[config.mk]
export PLATFORM = sky130hd
export DESIGN_NAME = complement_to_1_encoder
export DESIGN_NICKNAME = d
export VERILOG_FILES = /design/src/rtl/complement_to_1_encoder.sv
export SDC_FILE = /design/constraint.sdc
export NUM_CORES = 1
export LEC_CHECK = 0
export ABC_AREA = 0
export CELL_PAD_IN_SITES_DETAIL_PLACEMENT = 0
export CELL_PAD_IN_SITES_GLOBAL_PLACEMENT = 2
export CORE_MARGIN = 1
export CORE_UTILIZATION = 31
export DETAILED_ROUTE_END_ITERATION = 8
export PLACE_DENSITY_LB_ADDON = 0.25
export SKIP_CTS_REPAIR_TIMING = 1
export SLEW_MARGIN = 30
export SYNTH_ARGS = -nofsm -noshare
export SYNTH_HDL_FRONTEND = slang
export SYNTH_SLANG_ARGS = --single-unit
[constraint.sdc]
create_clock -name clk -period 4.38 [get_ports clk]
set_input_delay 0.876 -clock clk [delete_from_list [all_inputs] [get_ports clk]]
set_output_delay 0.876 -clock clk [all_outputs]
set_load 0.01 [all_outputs]
[src/rtl/complement_to_1_encoder.sv]
// complement_to_1_encoder
// Converts two two's-complement operands to one's-complement form bit-serially
// (LSB first, ripple borrow, one bit per clock) and packs them with the op code
// into {A_1c, B_1c, op}. The operand -2^(WIDTH-1) saturates and flags ovf.
module complement_to_1_encoder #(
  parameter int WIDTH = 8
) (
  input  logic                 clk,
  input  logic                 rst,
  input  logic                 complement2_sel,
  input  logic                 wr_enable,
  input  logic [WIDTH-1:0]     first_nr,
  input  logic [WIDTH-1:0]     second_nr,
  input  logic [3:0]           operation,
  output logic [2*WIDTH+3:0]   nr_coded,
  output logic                 busy,
  output logic [1:0]           ovf,
  output logic                 complement2_finish
);

  localparam int CW = $clog2(WIDTH + 1);

  localparam logic [1:0] ST_IDLE = 2'd0;
  localparam logic [1:0] ST_CONV = 2'd1;
  localparam logic [1:0] ST_DONE = 2'd2;

  localparam logic [WIDTH-1:0] MIN_VAL = {1'b1, {(WIDTH-1){1'b0}}};

  logic [1:0]         state_q, state_d;
  logic [CW-1:0]      cnt_q, cnt_d;
  logic [WIDTH-1:0]   sh_a_q, sh_a_d;
  logic [WIDTH-1:0]   sh_b_q, sh_b_d;
  logic               bor_a_q, bor_a_d;
  logic               bor_b_q, bor_b_d;
  logic               min_a_q, min_a_d;
  logic               min_b_q, min_b_d;
  logic [3:0]         op_q, op_d;
  logic [2*WIDTH+3:0] nr_coded_q, nr_coded_d;
  logic [1:0]         ovf_q, ovf_d;
  logic               busy_q, busy_d;
  logic               finish_q, finish_d;

  logic               accept;
  logic               min_a_in, min_b_in;
  logic               d_a, d_b;
  logic [WIDTH-1:0]   res_a, res_b;

  // Next-state logic: accept/capture, serial borrow ripple, result commit
  always_comb begin
    state_d    = state_q;
    cnt_d      = cnt_q;
    sh_a_d     = sh_a_q;
    sh_b_d     = sh_b_q;
    bor_a_d    = bor_a_q;
    bor_b_d    = bor_b_q;
    min_a_d    = min_a_q;
    min_b_d    = min_b_q;
    op_d       = op_q;
    nr_coded_d = nr_coded_q;
    ovf_d      = ovf_q;
    busy_d     = busy_q;
    finish_d   = finish_q;

    accept   = complement2_sel & wr_enable & (state_q != ST_CONV);
    min_a_in = (first_nr == MIN_VAL);
    min_b_in = (second_nr == MIN_VAL);

    // Operands shift right; each converted bit enters at the MSB, so after
    // WIDTH shifts the register holds the converted value in place.
    d_a   = sh_a_q[0] ^ bor_a_q;
    d_b   = sh_b_q[0] ^ bor_b_q;
    res_a = min_a_q ? MIN_VAL : sh_a_q;
    res_b = min_b_q ? MIN_VAL : sh_b_q;

    if (accept) begin
      state_d  = ST_CONV;
      cnt_d    = '0;
      sh_a_d   = first_nr;
      sh_b_d   = second_nr;
      bor_a_d  = first_nr[WIDTH-1] & ~min_a_in;
      bor_b_d  = second_nr[WIDTH-1] & ~min_b_in;
      min_a_d  = min_a_in;
      min_b_d  = min_b_in;
      op_d     = operation;
      finish_d = 1'b0;
      busy_d   = 1'b1;
    end else if (state_q == ST_CONV) begin
      // Bits are processed while cnt < WIDTH; the extra edge at cnt == WIDTH
      // commits the result, giving finish on edge WIDTH+1 after accept.
      if (cnt_q == CW'(WIDTH)) begin
        state_d    = ST_DONE;
        nr_coded_d = {res_a, res_b, op_q};
        ovf_d      = {min_a_q, min_b_q};
        finish_d   = 1'b1;
        busy_d     = 1'b0;
      end else begin
        sh_a_d  = {d_a, sh_a_q[WIDTH-1:1]};
        sh_b_d  = {d_b, sh_b_q[WIDTH-1:1]};
        bor_a_d = ~sh_a_q[0] & bor_a_q;
        bor_b_d = ~sh_b_q[0] & bor_b_q;
        cnt_d   = cnt_q + CW'(1);
      end
    end
  end

  // State and datapath registers with synchronous reset
  always_ff @(posedge clk) begin
    if (rst) begin
      state_q    <= ST_IDLE;
      cnt_q      <= '0;
      sh_a_q     <= '0;
      sh_b_q     <= '0;
      bor_a_q    <= 1'b0;
      bor_b_q    <= 1'b0;
      min_a_q    <= 1'b0;
      min_b_q    <= 1'b0;
      op_q       <= '0;
      nr_coded_q <= '0;
      ovf_q      <= '0;
      busy_q     <= 1'b0;
      finish_q   <= 1'b0;
    end else begin
      state_q    <= state_d;
      cnt_q      <= cnt_d;
      sh_a_q     <= sh_a_d;
      sh_b_q     <= sh_b_d;
      bor_a_q    <= bor_a_d;
      bor_b_q    <= bor_b_d;
      min_a_q    <= min_a_d;
      min_b_q    <= min_b_d;
      op_q       <= op_d;
      nr_coded_q <= nr_coded_d;
      ovf_q      <= ovf_d;
      busy_q     <= busy_d;
      finish_q   <= finish_d;
    end
  end

  assign nr_coded           = nr_coded_q;
  assign ovf                = ovf_q;
  assign busy               = busy_q;
  assign complement2_finish = finish_q;

endmodule

==> results.tsv, run 1 <==
stage	metric	value	unit
status	outcome	finished clean	
floorplanning	die_h	85.30	µm
floorplanning	core	6531	µm²
place	dp_hpwl	3609	µm
global_routing	grt_pass1_vias	1812	
synth	synth.most_common_cell	dfxtp_1	
layout	nets	329	
sta	fin_tns_setup	0	ns
detailed_routing	dr.first_iter.drc_count	90	
detailed_routing	routed_via_density	5.151	
detailed_routing	drt.antenna.violating_nets	0	
worst_setup_path	critical_path_class	in2reg	
synth	yosys.area.top_type	dfxtp_1	
cts	numClockSinks	52	
floorplanning	die-area	7275	µm²
worst_setup_path	cp.required	4.56	ns
worst_setup_path	cp-startpoint	complement2_sel	
cts	htree_levels	2	
layout	syn2layout_area_growth	27.98	%
global_routing	antenna_found_initial	0	
synth	synthMuxAreaShare	0	%
detailed_routing	finalWirelength	5421	µm
layout	drive_gt1_share	5.648	%
job	maxCapViolations	0	
synth	synth_top_family_by_area	simple AND/OR/NAND/NOR gates	
sta	min_period	2.303	ns
worst_setup_path	crit_path_start_kind	input port	
worst_setup_path	critPathSlowestCell	nand3_1	
cts	cts_tree	done	
synth	netlist_instances	264	
synth	synthAdderAreaFrac	2.327	%
synth	synth.area.top_cells	dfxtp_1, a21oi_1, nand2_1	
synth	synth_compound_area_share	9.366	%
power_and_ir_drop	p_leak	0.9519	nW
synth	synth_ff_type	dfxtp_1	
synth	yosysWarnings	0	
floorplanning	ioPinCount	48	
power_and_ir_drop	irDropWorstVdd	0.1127	mV
sta	hold_viol	0	
cts	cts_buffer_depth	2	
synth	synth_top_area_share	48.40	%
sta	slew-limit-headroom	38.33	%
cts	cts_inserted_buffers	5	
synth	yosysUniqueCellTypes	29	
layout	diodes	0	
worst_hold_path	worstHoldStart	nr_coded[9]	
synth	ys_top_cells_by_count	dfxtp_1, nand2_1, nor2_1	
floorplanning	start_util	32.93	%
sta	fmaxAchievable	434.2	MHz
synth	syn_avg_cell_area	8.147	µm²
sta	max_slew.worst_pin.slew	0.9225	ns
detailed_routing	dr_wl_met2	2382	µm
synth	synth_fp_nets	292	
detailed_routing	drc	0	
sta	rsz0062_at_grt	no	
detailed_routing	vias	1947	
synth	synth_edf_count	0	
detailed_routing	firstDrtPassIters	4	
synth	synth_seq_area_share	48.40	%
worst_hold_path	hold_depth	2	
power_and_ir_drop	power_density	327.0	nW/µm²
sta	timing.clock.skew	0.005349	ns
global_routing	grt-ovfl-total	0	
detailed_routing	top_layer_used	met4	
synth	ys_seq_elements	52	
cts	insertion_delay	0.30	ns
worst_setup_path	r2r-start	cnt_q[0]	
detailed_routing	wl_per_cell	14.34	µm
worst_setup_path	end_kind	flop	
worst_setup_path	r2r_cells	7	
cts	path_clk_slew	0.09	ns
place	place.gp.congestion	0.7130	
worst_setup_path	critPathArrivalTime	2.49	ns
place	io_buffer_count	47	
synth	synth_xor_area_share	1.222	%
synth	synthSimpleGateAreaFrac	33.68	%
sta	setup_viol	0	
sta	timing.final.crit_share	52.59	%
synth	ys_async_sr_fraction	0	%
worst_setup_path	worstPathMaxFanout	23	
global_routing	grt_pass1_wl	9156	µm
global_routing	grt_max_degree	53	
floorplanning	die_w	85.30	µm
synth	synth_area	2151	µm²
floorplanning	core.rowCount	29	
detailed_routing	routed-wl-met3	200	µm
global_routing	grt_usage	16.00	%
power_and_ir_drop	total_power	0.9002	mW
worst_setup_path	crit_chain	clkdlybuf4s50_1, nand3_1, o21bai_1, nor4b_2	
sta	slew_violations	0	
worst_hold_path	hold_path_class	reg2reg	
worst_setup_path	worst_path_largest_cell_delay	0.64	ns
cts	cts_root_buffer	clkbuf_8	
detailed_routing	met1_length	2807	µm
worst paths after layout:
path / slack, ns / to
min: 0.45 / nr_coded[9]
max: 2.08 / bor_b_q
max reg2reg: 2.42 / nr_coded[7]
min reg2reg: 0.45 / nr_coded[9]
registers in the layout, summed over array words and instances, names as in the netlist, 2 cells and up:
| signal | count |
|---|---|
| sh_b_q | 8 |
| nr_coded | 20 |
| ovf | 2 |
| op_q | 4 |
| sh_a_q | 8 |
| cnt_q | 4 |
routing by layer:
layer,track usage (%),vias up
li1,-,984
met1,23.01,922
met2,23.68,39
met3,3.696,2
met4,5.000,0
met5,0,-
final cells by class:
type | count | area [µm²]
flip-flops and latches | 52 | 1041
multi-input cells | 187 | 1002
well taps | 77 | 96.34
inverters | 5 | 18.77
repair buffers | 50 | 498.0
clock buffers | 7 | 96.34
fillers | 723 | 3779
power by group:
part	switching, mW	internal (mW)	total (mW)
clock	0.149	0.141	0.290
sequential	0.0150	0.493	0.508
combinational	0.0538	0.0488	0.103
total	0.218	0.683	0.900
worst max-delay path: cells and delay by family:
family                 cells  cell delay [ns]
AND/OR/NAND/NOR            2             0.73
buffers and inverters      1             0.47
AO/OA/AOI/OAI              1             0.42
metrics by stage:
| step | util (%) | std cells | hold WS (ns) | instance area, µm² | setup WS [ns] |
|---|---|---|---|---|---|
| after global routing | 42.15 | 378 | 0.4808 | 2753 | 1.938 |
| after CTS | 42.11 | 378 | 0.4567 | 2750 | 2.048 |
| final | 42.15 | 378 | 0.4524 | 2753 | 2.077 |
| after detailed placement | 40.63 | 371 | 0.4435 | 2654 | 1.705 |
| after global placement | 40.40 | 370 | 0.4384 | 2639 | 1.654 |
| after floorplan | - | 264 | 0.4321 | 2151 | 2.693 |
kinds of logic (layout without fill, tap and decap cells):
family                     count (synthesis)  after routing
DFF                                       52             52
xor gates and xnor gates                   3              3
AOI/OAI and AO/OA                         36             36
buffers and inverters                     25             62
adders and majority gates                  4              4
and+or+nand+nor                          144            144
placed cells by master, fill, tap and decap left out:
master and count:
o2111a_1 1, o211ai_1 2, a21oi_2 2, nand3b_1 12
clkdlybuf4s50_1 46, and3_1 1, nor4b_1 1, nor4_1 18
nand3b_4 1, nor2_1 34, nand4_1 1, ha_1 4
clkbuf_8 7, xor2_1 2, a21oi_1 30, inv_1 5
and2_1 1, nand2b_1 1, buf_4 3, or2_2 1
buf_8 1, nor4b_2 1, nand2_1 40, nor3_1 23
nand3_1 5, o21bai_1 1, dfxtp_1 52, and2b_4 1
or3_1 3, xnor2_1 1
No activity file was read; power rests on OpenSTA's default activity.
==> run 2: changes to the inputs <==
CORE_UTILIZATION = 26   (was 31)
clock period = 1.85 ns   (was 4.38 ns; I/O delays follow)
==> results.tsv, run 2 (synthesized netlist as in run 1, its figures left out) <==
stage	metric	value	unit	change
status	outcome	finished clean		
power_and_ir_drop	p_leak	1.020	nW	+7.2%
layout	final_util	36.91	%	-5.2 points
place	dp_hpwl	3951	µm	+9.5%
detailed_routing	firstDrtPassIters	4		unchanged
power_and_ir_drop	irDropWorstVdd	0.3446	mV	+210%
global_routing	grt_usage	13.90	%	-2.1 points
place	io_buffer_count	47		unchanged
worst_setup_path	cp.required	2.09	ns	-2.47 ns
layout	multi_input_area	1002	µm²	unchanged
worst_hold_path	worstHoldStart	nr_coded[14]		
floorplanning	die_w	92.95	µm	+9.0%
cts	insertion_delay	0.30	ns	about the same
worst_hold_path	hold_path_class	reg2reg		
detailed_routing	vias	1967		+1.0%
worst_setup_path	cpLargestDelayFamily	simple AND/OR/NAND/NOR gates		
floorplanning	core	7848	µm²	+20%
layout	drive_gt1_share	9.236	%	+3.6 points
worst_setup_path	crit_path_start_kind	flop		
layout	largest_reg_flops	20		unchanged
sta	fin_ws	0.2077	ns	-1.869 ns
layout	n_fill_cell	874		+21%
worst_setup_path	critPathArrivalTime	1.88	ns	-0.61 ns
place	place.gp.congestion	0.7538		+5.7%
sta	fmaxAchievable	608.9	MHz	
detailed_routing	drc	0		unchanged
floorplanning	ioPinCount	48		unchanged
cts	cts_tree	done		
global_routing	grt_max_degree	29		-45%
sta	slew_violations	0		unchanged
worst_setup_path	worst_path_largest_cell_delay	0.36	ns	-0.28 ns
layout	nets	342		+4.0%
worst_setup_path	end_kind	flop		
floorplanning	core.rowCount	32		+10%
sta	timing.final.crit_share	88.78	%	
sta	hold_viol	0		unchanged
layout	final_cell_mix	dfxtp_1, clkdlybuf4s50_1, nand2_1, nor2_1, a21oi_1		
detailed_routing	finalWirelength	5516	µm	+1.8%
detailed_routing	routed_via_density	4.728		-8.2%
global_routing	antenna_found_initial	0		unchanged
floorplanning	die-area	8640	µm²	+19%
detailed_routing	dr.first_iter.drc_count	77		-14%
worst_setup_path	r2r-start	cnt_q[0]		
sta	fin_tns_setup	0	ns	unchanged
sta	setup_viol	0		unchanged
worst_setup_path	cp_num_buf_inv	1		unchanged
layout	diodes	0		unchanged
sta	min_period	1.642	ns	
sta	max_slew.worst_pin.slew	0.6076	ns	-0.3149 ns
place	dpl_worst_slack	0.1586	ns	-1.546 ns
floorplanning	die_h	92.95	µm	+9.0%
cts	htree_levels	2		unchanged
worst_setup_path	cp-startpoint	cnt_q[0]		
layout	final_common_cell	dfxtp_1		
worst_setup_path	crit_chain	inv_1, ha_1, nand3b_4, or2_1, or3_1, a21oi_2		
worst_setup_path	worstPathMaxFanout	8		-65%
detailed_routing	wl_per_cell	13.26	µm	-7.5%
global_routing	grt_pass1_vias	1908		+5.3%
sta	timing.clock.skew	0.002280	ns	-0.003069 ns
worst_setup_path	critical_path_class	reg2reg		
layout	syn2layout_area_growth	34.67	%	
job	maxCapViolations	0		unchanged
sta	slew-limit-headroom	59.49	%	+21 points
cts	cts_inserted_buffers	5		unchanged
cts	cts_buffer_depth	2		unchanged
cts	numClockSinks	52		unchanged
layout	seqCellArea	1041	µm²	unchanged
floorplanning	start_util	27.41	%	-5.5 points
cts	cts_root_buffer	clkbuf_8		
global_routing	grt_pass1_wl	9370	µm	+2.3%
detailed_routing	drt.antenna.violating_nets	0		unchanged
power_and_ir_drop	power_density	744.1	nW/µm²	+130%
cts	path_clk_slew	0.09	ns	about the same
sta	rsz0062_at_grt	no		
worst_setup_path	critPathSlowestCell	dfxtp_1		
global_routing	grt-ovfl-total	0		unchanged
==> run 2: per-layer routing <==
metal  vias up  global-route usage (%)  wire, µm
li1       1005                       -         -
met1       918                   17.96      2570
met2        38                   22.49      2634
met3         6                   3.202       242
met4         0                   5.000        68
met5         -                       0         0
==> run 2: cell type report <==
class                      count  area share, %
timing repair buffer          63          21.08
sequential                    52          35.94
multi-input combinational    187          34.60
clock buffer                   7          3.326
tap                          102          4.406
inverter                       5         0.6479
==> run 2: metrics by stage <==
step	cell area, µm²	power (mW)	instances	hold WS (ns)
2_1_floorplan	2151	1.372	264	0.4321
3_3_place_gp	2800	1.500	409	0.4411
3_5_place_dp	2800	1.498	409	0.4464
4_1_cts	2897	2.201	416	0.4597
5_1_grt	2897	2.273	416	0.4764
6_report	2897	2.155	416	0.4555
==> run 2: power breakdown <==
group / leakage (nW) / internal [mW] / total [mW] / switching [mW]
Combinational: 0.547 / 0.133 / 0.267 / 0.133
Clock: 0.0503 / 0.334 / 0.685 / 0.352
Sequential: 0.423 / 1.17 / 1.20 / 0.0363
Total: 1.02 / 1.63 / 2.16 / 0.521
==> run 2: final timing paths <==
| path | end | slack [ns] | cells past startpoint |
|---|---|---|---|
| worst max-delay path | nr_coded[4] | 0.21 | 6 |
| worst min-delay path | nr_coded[14] | 0.46 | 2 |
| worst max register to register | nr_coded[4] | 0.21 | 6 |
| worst min register to register | nr_coded[14] | 0.46 | 2 |
==> run 2: tightest hold or removal path, delay by kind of cell (launching register included) <==
| family | cells | cell delay, ns |
|---|---|---|
| AND/OR/NAND/NOR | 1 | 0.05 |
| flip-flops | 1 | 0.32 |
| AO/OA/AOI/OAI | 1 | 0.05 |
